### src/rtl/gate_tt_sequencer.sv
`default_nettype none
// ============================================================================
// Module   : gate_tt_sequencer
// Purpose  : Sweeps a 2-input combinational gate through all four input
//            vectors ({a,b} = 00, 01, 10, 11). Each vector is held for SETTLE
//            cycles and then sampled for one cycle. Each sample is compared
//            with an expected truth table that is latched when the sweep
//            starts. The block reports a per-vector fail mask and a pass flag.
// Revision : 1.0  initial release
// ----------------------------------------------------------------------------
// Ports:
//   clk        in   1  system clock, rising edge
//   rst_n      in   1  asynchronous active-low reset
//   start      in   1  begin a sweep (honoured only while idle)
//   exp_tt     in   4  expected gate output, bit i for {a,b}=i
//   gate_a     out  1  registered drive to gate input a
//   gate_b     out  1  registered drive to gate input b
//   gate_o     in   1  gate output under test
//   busy       out  1  sweep in progress (drive/sample phases)
//   done       out  1  one-cycle completion pulse
//   pass       out  1  last completed sweep had no mismatch
//   fail_mask  out  4  per-vector mismatch flags
//   step       out  2  current vector index
// ============================================================================
module gate_tt_sequencer #(
  parameter int SETTLE = 2,  // cycles each vector is held before sampling (1..15)
  parameter int CNT_W  = 4   // settle counter width, must hold SETTLE-1
) (
  input  logic       clk,
  input  logic       rst_n,
  input  logic       start,
  input  logic [3:0] exp_tt,
  output logic       gate_a,
  output logic       gate_b,
  input  logic       gate_o,
  output logic       busy,
  output logic       done,
  output logic       pass,
  output logic [3:0] fail_mask,
  output logic [1:0] step
);

  localparam logic [1:0] ST_IDLE   = 2'd0;
  localparam logic [1:0] ST_DRIVE  = 2'd1;
  localparam logic [1:0] ST_SAMPLE = 2'd2;
  localparam logic [1:0] ST_DONE   = 2'd3;

  localparam logic [CNT_W-1:0] CNT_LAST = CNT_W'(SETTLE - 1);

  logic [1:0]       state;
  logic [CNT_W-1:0] cnt;
  logic [3:0]       exp_lat;
  logic             miss;
  logic [3:0]       mask_upd;

  // The fail mask as it will look after the current sample. The sample for
  // vector 3 and the pass flag are written on the same edge. For that reason
  // pass is derived from this updated mask and not from the stored one.
  always_comb begin
    miss           = gate_o ^ exp_lat[step];
    mask_upd       = fail_mask;
    mask_upd[step] = miss;
  end

  always_ff @(posedge clk or negedge rst_n) begin
    if (!rst_n) begin
      state     <= ST_IDLE;
      cnt       <= '0;
      exp_lat   <= '0;
      gate_a    <= 1'b0;
      gate_b    <= 1'b0;
      pass      <= 1'b0;
      fail_mask <= '0;
      step      <= '0;
    end else begin
      case (state)
        ST_IDLE: begin
          if (start) begin
            exp_lat   <= exp_tt;
            fail_mask <= '0;
            pass      <= 1'b0;
            step      <= '0;
            cnt       <= '0;
            gate_a    <= 1'b0;
            gate_b    <= 1'b0;
            state     <= ST_DRIVE;
          end
        end

        ST_DRIVE: begin
          if (cnt == CNT_LAST) begin
            state <= ST_SAMPLE;
          end else begin
            cnt <= cnt + 1'b1;
          end
        end

        ST_SAMPLE: begin
          fail_mask <= mask_upd;
          if (step == 2'd3) begin
            pass            <= ~|mask_upd;
            step            <= '0;
            {gate_a, gate_b} <= 2'b00;
            state           <= ST_DONE;
          end else begin
            // The gate drive advances together with step. This keeps
            // {gate_a,gate_b} equal to step for the whole of the next vector.
            step            <= step + 2'd1;
            {gate_a, gate_b} <= step + 2'd1;
            cnt             <= '0;
            state           <= ST_DRIVE;
          end
        end

        ST_DONE: begin
          state <= ST_IDLE;
        end

        default: begin
          state <= ST_IDLE;
        end
      endcase
    end
  end

  // Both flags are decoded from registered state only, so start has no
  // combinational path to them.
  assign busy = (state == ST_DRIVE) || (state == ST_SAMPLE);
  assign done = (state == ST_DONE);

endmodule
`default_nettype wire
### config.mk
export PLATFORM = sky130hd
export DESIGN_NAME = gate_tt_sequencer
export DESIGN_NICKNAME = d
export VERILOG_FILES = /design/src/rtl/gate_tt_sequencer.sv
export SDC_FILE = /design/constraint.sdc
export NUM_CORES = 1
export LEC_CHECK = 0
export BUFFER_PORTS_ARGS = -buffer_cell sky130_fd_sc_hd__buf_2
export CORE_MARGIN = 1
export CORE_UTILIZATION = 40
export DETAILED_ROUTE_END_ITERATION = 8
export PLACE_DENSITY = 0.7
export SYNTH_ARGS = -nofsm -noshare
export SYNTH_HDL_FRONTEND = slang
export SYNTH_SLANG_ARGS = --single-unit
### constraint.sdc
create_clock -name clk -period 4.6 [get_ports clk]
set_input_delay 1.38 -clock clk [delete_from_list [all_inputs] [get_ports clk]]
set_output_delay 1.38 -clock clk [all_outputs]
set_load 0.02 [all_outputs]
Word-level counts from Yosys, hierarchy flattened:

Index checks and enable logic that the tools add are counted.

* bits in registers: 19
* latch bits: 0
* memory bits (writable): 0
* ROM bits: 0
* bits of input ports: 8
* logic and storage cells: 59
* memories kept: 0

* $add $sub $neg: 2
* multipliers: 0
* div/mod/pow operators: 0
* $lt $le $gt $ge: 2
* equal/unequal tests: 10
* shift-type cells: 0
* muxes and demuxes: 24
* bitwise gates (word level): 1
* reductions and logical operators: 12

Operators by type and width (count)
* $mux W4: 3
* $pmux W4 S3: 1
* $mux W2: 5
* $ne A2 B2 Y1 const B: 5
* $pmux W2 S4: 1
* $pmux W4 S2: 1
* $eq A2 B2 Y1 const B: 3
* $mux W1: 6
* $pmux W1 S2: 3
* $reduce_and A2 Y1: 3
* $add A4 B1 Y4 const B: 1
* $bwmux W4: 1
* $eq A4 B1 Y1 const B: 1
* $pmux W2 S2: 1
* $reduce_and A4 Y1: 1
* $reduce_or A4 Y1: 1
* $lt A2 B3 Y1 const B: 1
* $reduce_and A3 Y1: 1
* $reduce_bool A3 Y1: 1
* $add A2 B1 Y2 const B: 1
* $bmux W1 S2: 1
* $demux W1 S2: 1
* $eq A2 B1 Y1 const B: 1
* $ge A2 B1 Y1 const B: 1
* other kinds (6): 6

Longest topological paths before layout:

Gate-level depths: netlist (run 1).

* depth in word-level cells: 9
* mapped depth: 7

Worst setup path after synthesis (run 1):

Ideal clock, no wire load.

* kind: in2reg
* start: in start
* end: reg cnt[3]
* library setup time: 0.083 ns
* arrival time: 2.239 ns
* slack: 2.278 ns
* cell stages on the path: 4
* buffers on the path: 0
* cells stage by stage: nand2b_1 > nand2_1 > or4b_1 > o21ai_0

* cells in the longest elaborated chain, start to end: 2

Ends and longest elaborated chain
* start, declared: line 31 `input logic start,`
* $ne A2 B2 Y1 (no source line)
* $reduce_and A4 Y1 (no source line)
* end signal, assigned: line 94 `cnt <= cnt + 1'b1;`
* end, declared: line 51 `logic [CNT_W-1:0] cnt;`

Every way passes these cells.
A chain may end at the register's enable or synchronous reset.

Worst setup path after layout (run 1):

* start: reg state[0]
* end: out busy

* cells in the longest elaborated chain, start to end: 2
* elaborated cells between the ends (all ways): 3
* those cells by class: 2 x eq/ne; 1 x reduce/logical

Ends and longest elaborated chain
* start, declared: line 50 `logic [1:0] state;`
* start signal, assigned: line 67 `state <= ST_IDLE;`
* start signal, assigned: line 86 `state <= ST_DRIVE;`
* start signal, assigned: line 92 `state <= ST_SAMPLE;`
* $eq A2 B1 Y1 / $eq A2 B2 Y1 (equally long branches): line 128 `assign busy = (state == ST_DRIVE) || (state == ST_SAMPLE);`
* $logic_or A1 B1 Y1 *: line 128
* end, declared: line 36 `output logic busy,`

Every way passes the cells marked *; elsewhere a longest branch is shown, timed or not.

==> run metrics, run 1 <==
status=finished clean; Top delay family on crit path=flip-flops; mean post-synth cell area=10.28 µm²; commonest non-fill, non-tap cell in the layout=buf_2; number of remaining DRC errors=0; Slew @ Worst Pin=0.3791 ns; Root Buffer=clkbuf_4; Peak Freq=roughly 370 MHz; antenna violations before repair=0; area of the multi-input gates=~530 µm²; Core ar.=between 2000 and 2500 µm²; Mapped Area=slightly above 1000 µm²; # resized after CTS=0; crit-path max cell delay=roughly 0.43 ns; Congestion Overflow GR=0; drt wl/cell=~13 µm; final setup fails=0; CP Buf/Inv Count=2; RSZ-0062 raised after global routing=false; CTS tree=built; GPL Wtd Cong=~0.76; number of global-route vias before repair=approximately 730; Initial DRC Count=14; clk slew on worst S/H paths=approximately 0.090 ns; via count=758; most frequent cells in the layout=buf_2, dfrtp_1, o21ai_0, ha_1, inv_1; required time of the critical path=between 3 and 4 ns; fillcell total=about 230; Final TNS setup=0 ns; largest area contributor in the netlist=dfrtp_1; Max rail drop VDD=~0.00039 V; fin. max-slew vios=0; die height=around 52 µm; post-synthesis register bit count=17; Tcrit/Tclk final=roughly three fifths; drt pass-1 iters=4; number of diodes=0; Slowest-stage cell, CP=dfrtp_1; Pleak=0.5602 nW; area delta synth->final=12.91%; Mapped Nets=~120; Setup Skew=between 0.003 and 0.004 ns; Startpoint Class=flip-flop; DP Wirelength=around 1.5 mm; Tot GR Track Use=roughly 17%; Seq/Total Area, Yosys=a little over two fifths; final hold violations=0; Tmin final=between 2 and 3 ns; Critical Path AT=~1.3 ns; Post-Syn Instances=between 90 and 100; pwr dens=between 600 and 700 nW/µm²; critical path peak fanout=5; Row Count=17; Worst slew margin=around 75%; first-pass GRT wire length=around 3.2 mm; Avg Vias per Cell=between 5 and 6; Hold Buf Count CTS=0; Worst setup EP type=primary output; Die ar.=2749 µm²; Post-Route WL=approximately 1.9 mm; Power Total=729.4 µW; initial cell density of the core=~44%; CP cell instances=inv_1 -> ha_1 -> buf_2; synth top area cells=dfrtp_1, ha_1, o21ai_0; share of layout cells above drive strength 1=a little over a quarter; post-synth top area share=roughly two fifths; num ports=19; Die W=52.43 µm; Final ANT Viol Nets=0; Skew-Pair Late Insertion Delay=roughly 0.29 ns; largest net degree at the start of global routing=18; Buffers on Ports=18; type of the worst setup path=flip-flop to primary output; CTS Buffer Depth=2; CTS H-Tree Depth=1; Layout Nets=between 100 and 150; Synth cell types=27; CTS buffer count=3; Max-cap violations=0; Reg area=425.4 µm²; post-CTS setup buffers=0; Hold Crit Class=flip-flop to flip-flop; warnings from Yosys=0; Clock Sinks=17
where the power goes:
group | internal [mW] | total [mW] | switching (mW)
sequential | 0.201 | 0.249 | 0.0487
combinational | 0.166 | 0.401 | 0.236
clock | 0.0337 | 0.0789 | 0.0451
total | 0.400 | 0.729 | 0.329
stage by stage:
step           utilization [%]  hold WS, ns  instances  worst slack (ns)  instance area (µm²)
2_1_floorplan                -       0.4738         99             2.278                 1017
3_3_place_gp             48.86       0.4825        142             2.112                 1122
3_5_place_dp             48.86       0.4897        142             2.045                 1122
4_1_cts                  50.00       0.5111        146             1.903                 1149
5_1_grt                  50.00       0.5401        146             1.828                 1149
6_report                 50.00       0.5055        146             1.929                 1149
synth_stat cells:
library cell,number
a21oi_1,4
a21oi_2,1
a22o_1,4
a22o_2,2
a31oi_1,1
buf_2,1
buf_4,2
dfrtp_1,17
ha_1,12
inv_1,10
mux2_2,4
mux4_2,1
nand2_1,7
nand2b_1,3
nand3_1,3
nand4_1,1
nor2_1,2
nor2_2,1
nor2b_1,2
nor3_1,1
nor3b_1,1
o21ai_0,12
o22ai_1,3
or2b_1,1
or3b_1,1
or4b_1,1
xnor2_2,1
final timing paths:
path	start	cells after the start	slack, ns	end
max	state[0]	3	1.93	busy
min	pass	1	0.51	pass
max reg2reg	state[0]	6	2.72	cnt[3]
min reg2reg	pass	1	0.51	pass
max in group asynchronous	rst_n	1	3.33	cnt[2]
min in group asynchronous	rst_n	1	0.99	exp_lat[1]
layout make-up:
cell class / count / area share [%]
clock buffer: 4 / 2.288
inverter: 10 / 3.268
multi-input combinational: 69 / 46.51
sequential: 17 / 37.04
tap: 28 / 3.050
timing repair buffer: 18 / 7.843
registers in the layout, summed over array words and instances, names as in the netlist:
signal	count
gate_a	1
exp_lat	4
state	2
cnt	4
step	1
pass	1
fail_mask	4
routing by layer:
| layer | GRT usage, % | wire length [µm] | up-vias |
|---|---|---|---|
| met2 | 26.37 | 872 | 15 |
| li1 | - | - | 383 |
| met4 | 7.895 | 20 | 0 |
| met5 | 0 | 0 | - |
| met3 | 4.348 | 56 | 2 |
| met1 | 20.43 | 941 | 358 |
cell families (layout without fill, tap and decap cells):
group | Yosys count | after routing | synth area share, %
AO/OA/AOI/OAI | 27 | 27 | 16.61
AND/OR/NAND/NOR | 24 | 24 | 12.92
buffers and inverters | 13 | 32 | 5.658
adder cells (fa/ha/maj) | 12 | 12 | 14.76
flip-flops | 17 | 17 | 41.82
XOR/XNOR | 1 | 1 | 1.599
multiplexers | 5 | 5 | 6.642
Note: power is estimated with default switching activity, not from simulation.
==> run 2: changes to the inputs <==
clock period = 2.5 ns   (was 4.6 ns; I/O delays follow)
==> run metrics, run 2 (synthesized netlist as in run 1, its figures left out) <==
RR Startpoint=state[0] (unchanged); Clock Sinks=17 (unchanged); GPL Wtd Cong=0.8172 (was 0.7628); fillcell total=222 (was 225); Worst setup EP type=primary output (unchanged); area of the multi-input gates=534.3 µm² (unchanged); Final TNS setup=0 ns (unchanged); CTS buffer count=3 (unchanged); final hold violations=0 (unchanged); num ports=19 (unchanged); area delta synth->final=13.04% (was 12.91%); initial cell density of the core=44.28% (unchanged); first-pass GRT wire length=3.312 mm (was 3.215 mm); Max-cap violations=0 (unchanged); Root Buffer=clkbuf_4 (unchanged); post-CTS setup buffers=0 (unchanged); Avg Vias per Cell=5.349 (was 5.192); drt pass-1 iters=5 (was 4); required time of the critical path=1.75 ns (was 3.22 ns); status=finished clean (unchanged); die height=52.43 µm (unchanged); Hold Buf Count CTS=0 (unchanged); Die ar.=2749 µm² (unchanged); DP Wirelength=1.500 mm (was 1.481 mm); Layout Nets=139 (unchanged); via count=781 (was 758); Buffers on Ports=18 (unchanged); reg-to-reg endpoint=cnt[3] (unchanged); Slew @ Worst Pin=0.3937 ns (was 0.3791 ns); final hold slack=0.3570 ns (was 0.5055 ns); Final ANT Viol Nets=0 (unchanged); Post-Route WL=1.985 mm (was 1.891 mm); Setup Skew=0.007111 ns (was 0.003628 ns); Worst R2R Setup Slack=0.63 ns (was 2.72 ns); Congestion Overflow GR=0 (unchanged); pwr dens=1180 nW/µm² (was 635.0 nW/µm²); FF-to-FF path depth=6 (unchanged); Initial DRC Count=20 (was 14); CP cell instances=inv_1 -> ha_1 -> buf_2 (unchanged); Slowest-stage cell, CP=dfrtp_1 (unchanged); Worst slew margin=73.75% (was 74.73%); antenna violations before repair=0 (unchanged); most frequent cells in the layout=buf_2, dfrtp_1, o21ai_0, ha_1, inv_1 (unchanged); final worst slack=0.4614 ns (was 1.929 ns); commonest non-fill, non-tap cell in the layout=buf_2 (unchanged); Power Total=1.357 mW (was 729.4 µW); share of layout cells above drive strength 1=27.12% (was 26.27%); number of diodes=0 (unchanged); Tmin final=~2 ns; fin. max-slew vios=0 (unchanged); Peak Freq=between 400 and 500 MHz; largest net degree at the start of global routing=18 (unchanged); RSZ-0062 raised after global routing=false (unchanged); Hold Crit Class=input port to asynchronous set/reset pin (was flip-flop to flip-flop); Startpoint Class=flip-flop (unchanged); Skew-Pair Late Insertion Delay=0.30 ns (was 0.29 ns); Die W=52.43 µm (unchanged); CTS tree=built (unchanged); Core ar.=2297 µm² (unchanged); CTS Buffer Depth=2 (unchanged); type of the worst setup path=flip-flop to primary output (unchanged); Reg area=425.4 µm² (unchanged); Max rail drop VDD=0.0008587 V (was 0.0003880 V); Row Count=17 (unchanged); Critical Path AT=1.29 ns (about the same); CTS H-Tree Depth=1 (unchanged); # resized after CTS=0 (unchanged); number of global-route vias before repair=765 (was 727); crit-path max cell delay=0.43 ns (about the same); Tcrit/Tclk final=between 80% and 90%; fin util=50.05% (was 50.00%); largest registers=cnt: 4 flops, exp_lat: 4 flops, fail_mask: 4 flops (unchanged); Tot GR Track Use=16.63% (was 16.50%); final setup fails=0 (unchanged); critical path peak fanout=5 (unchanged); drt wl/cell=13.60 µm (was 12.95 µm); number of remaining DRC errors=0 (unchanged); clk slew on worst S/H paths=0.11 ns (was 0.09 ns); pre-CTS setup slack=0.5504 ns (was 2.045 ns); Pleak=0.5630 nW (was 0.5602 nW)
[run 2: changes by cell type in the layout (fill, tap and decap cells not counted)]
cell,previous run,this run
clkbuf_1,1,0
clkinv_2,0,1
[run 2: critical path: cells and delay by family (launching register included)]
family / cells / cell delay (ns)
adder cells (fa/ha/maj): 1 / 0.30
buffers and inverters: 2 / 0.27
flip-flops: 1 / 0.43
[run 2: cell type report]
class	instances	area share, %
Multi-Input combinational cell	69	46.46
Sequential cell	17	37.00
Timing Repair Buffer	18	7.835
Inverter	10	3.264
Tap cell	28	3.047
Clock buffer	3	1.959
Clock inverter	1	0.4353
[run 2: worst max path at each step]
stage	start	to	slack, ns	depth (start not counted)
after floorplan	state[0]	cnt[3]	0.78	7
after global placement	start	cnt[3]	0.64	5
after detailed placement	start	cnt[3]	0.55	5
after CTS	state[0]	busy	0.45	3
after global routing	state[1]	busy	0.36	3
final	state[0]	busy	0.46	3
[run 2: routing by layer]
layer	routed length (µm)	track usage [%]
met4	19	5.263
met3	81	5.217
met2	958	28.27
met5	0	0
met1	925	19.68
[run 2: power breakdown]
group	internal, mW	switching, mW	leakage, nW	total [mW]
clock	0.0596	0.0913	0.0177	0.151
sequential	0.369	0.0930	0.221	0.462
combinational	0.306	0.438	0.324	0.744
total	0.735	0.622	0.563	1.36
[run 2: per-stage QoR]
stage,cells,instance area [µm²]
global route,146,1150
global placement,142,1122
floorplan,99,1017
detailed placement,142,1122
finish,146,1150
CTS,146,1150
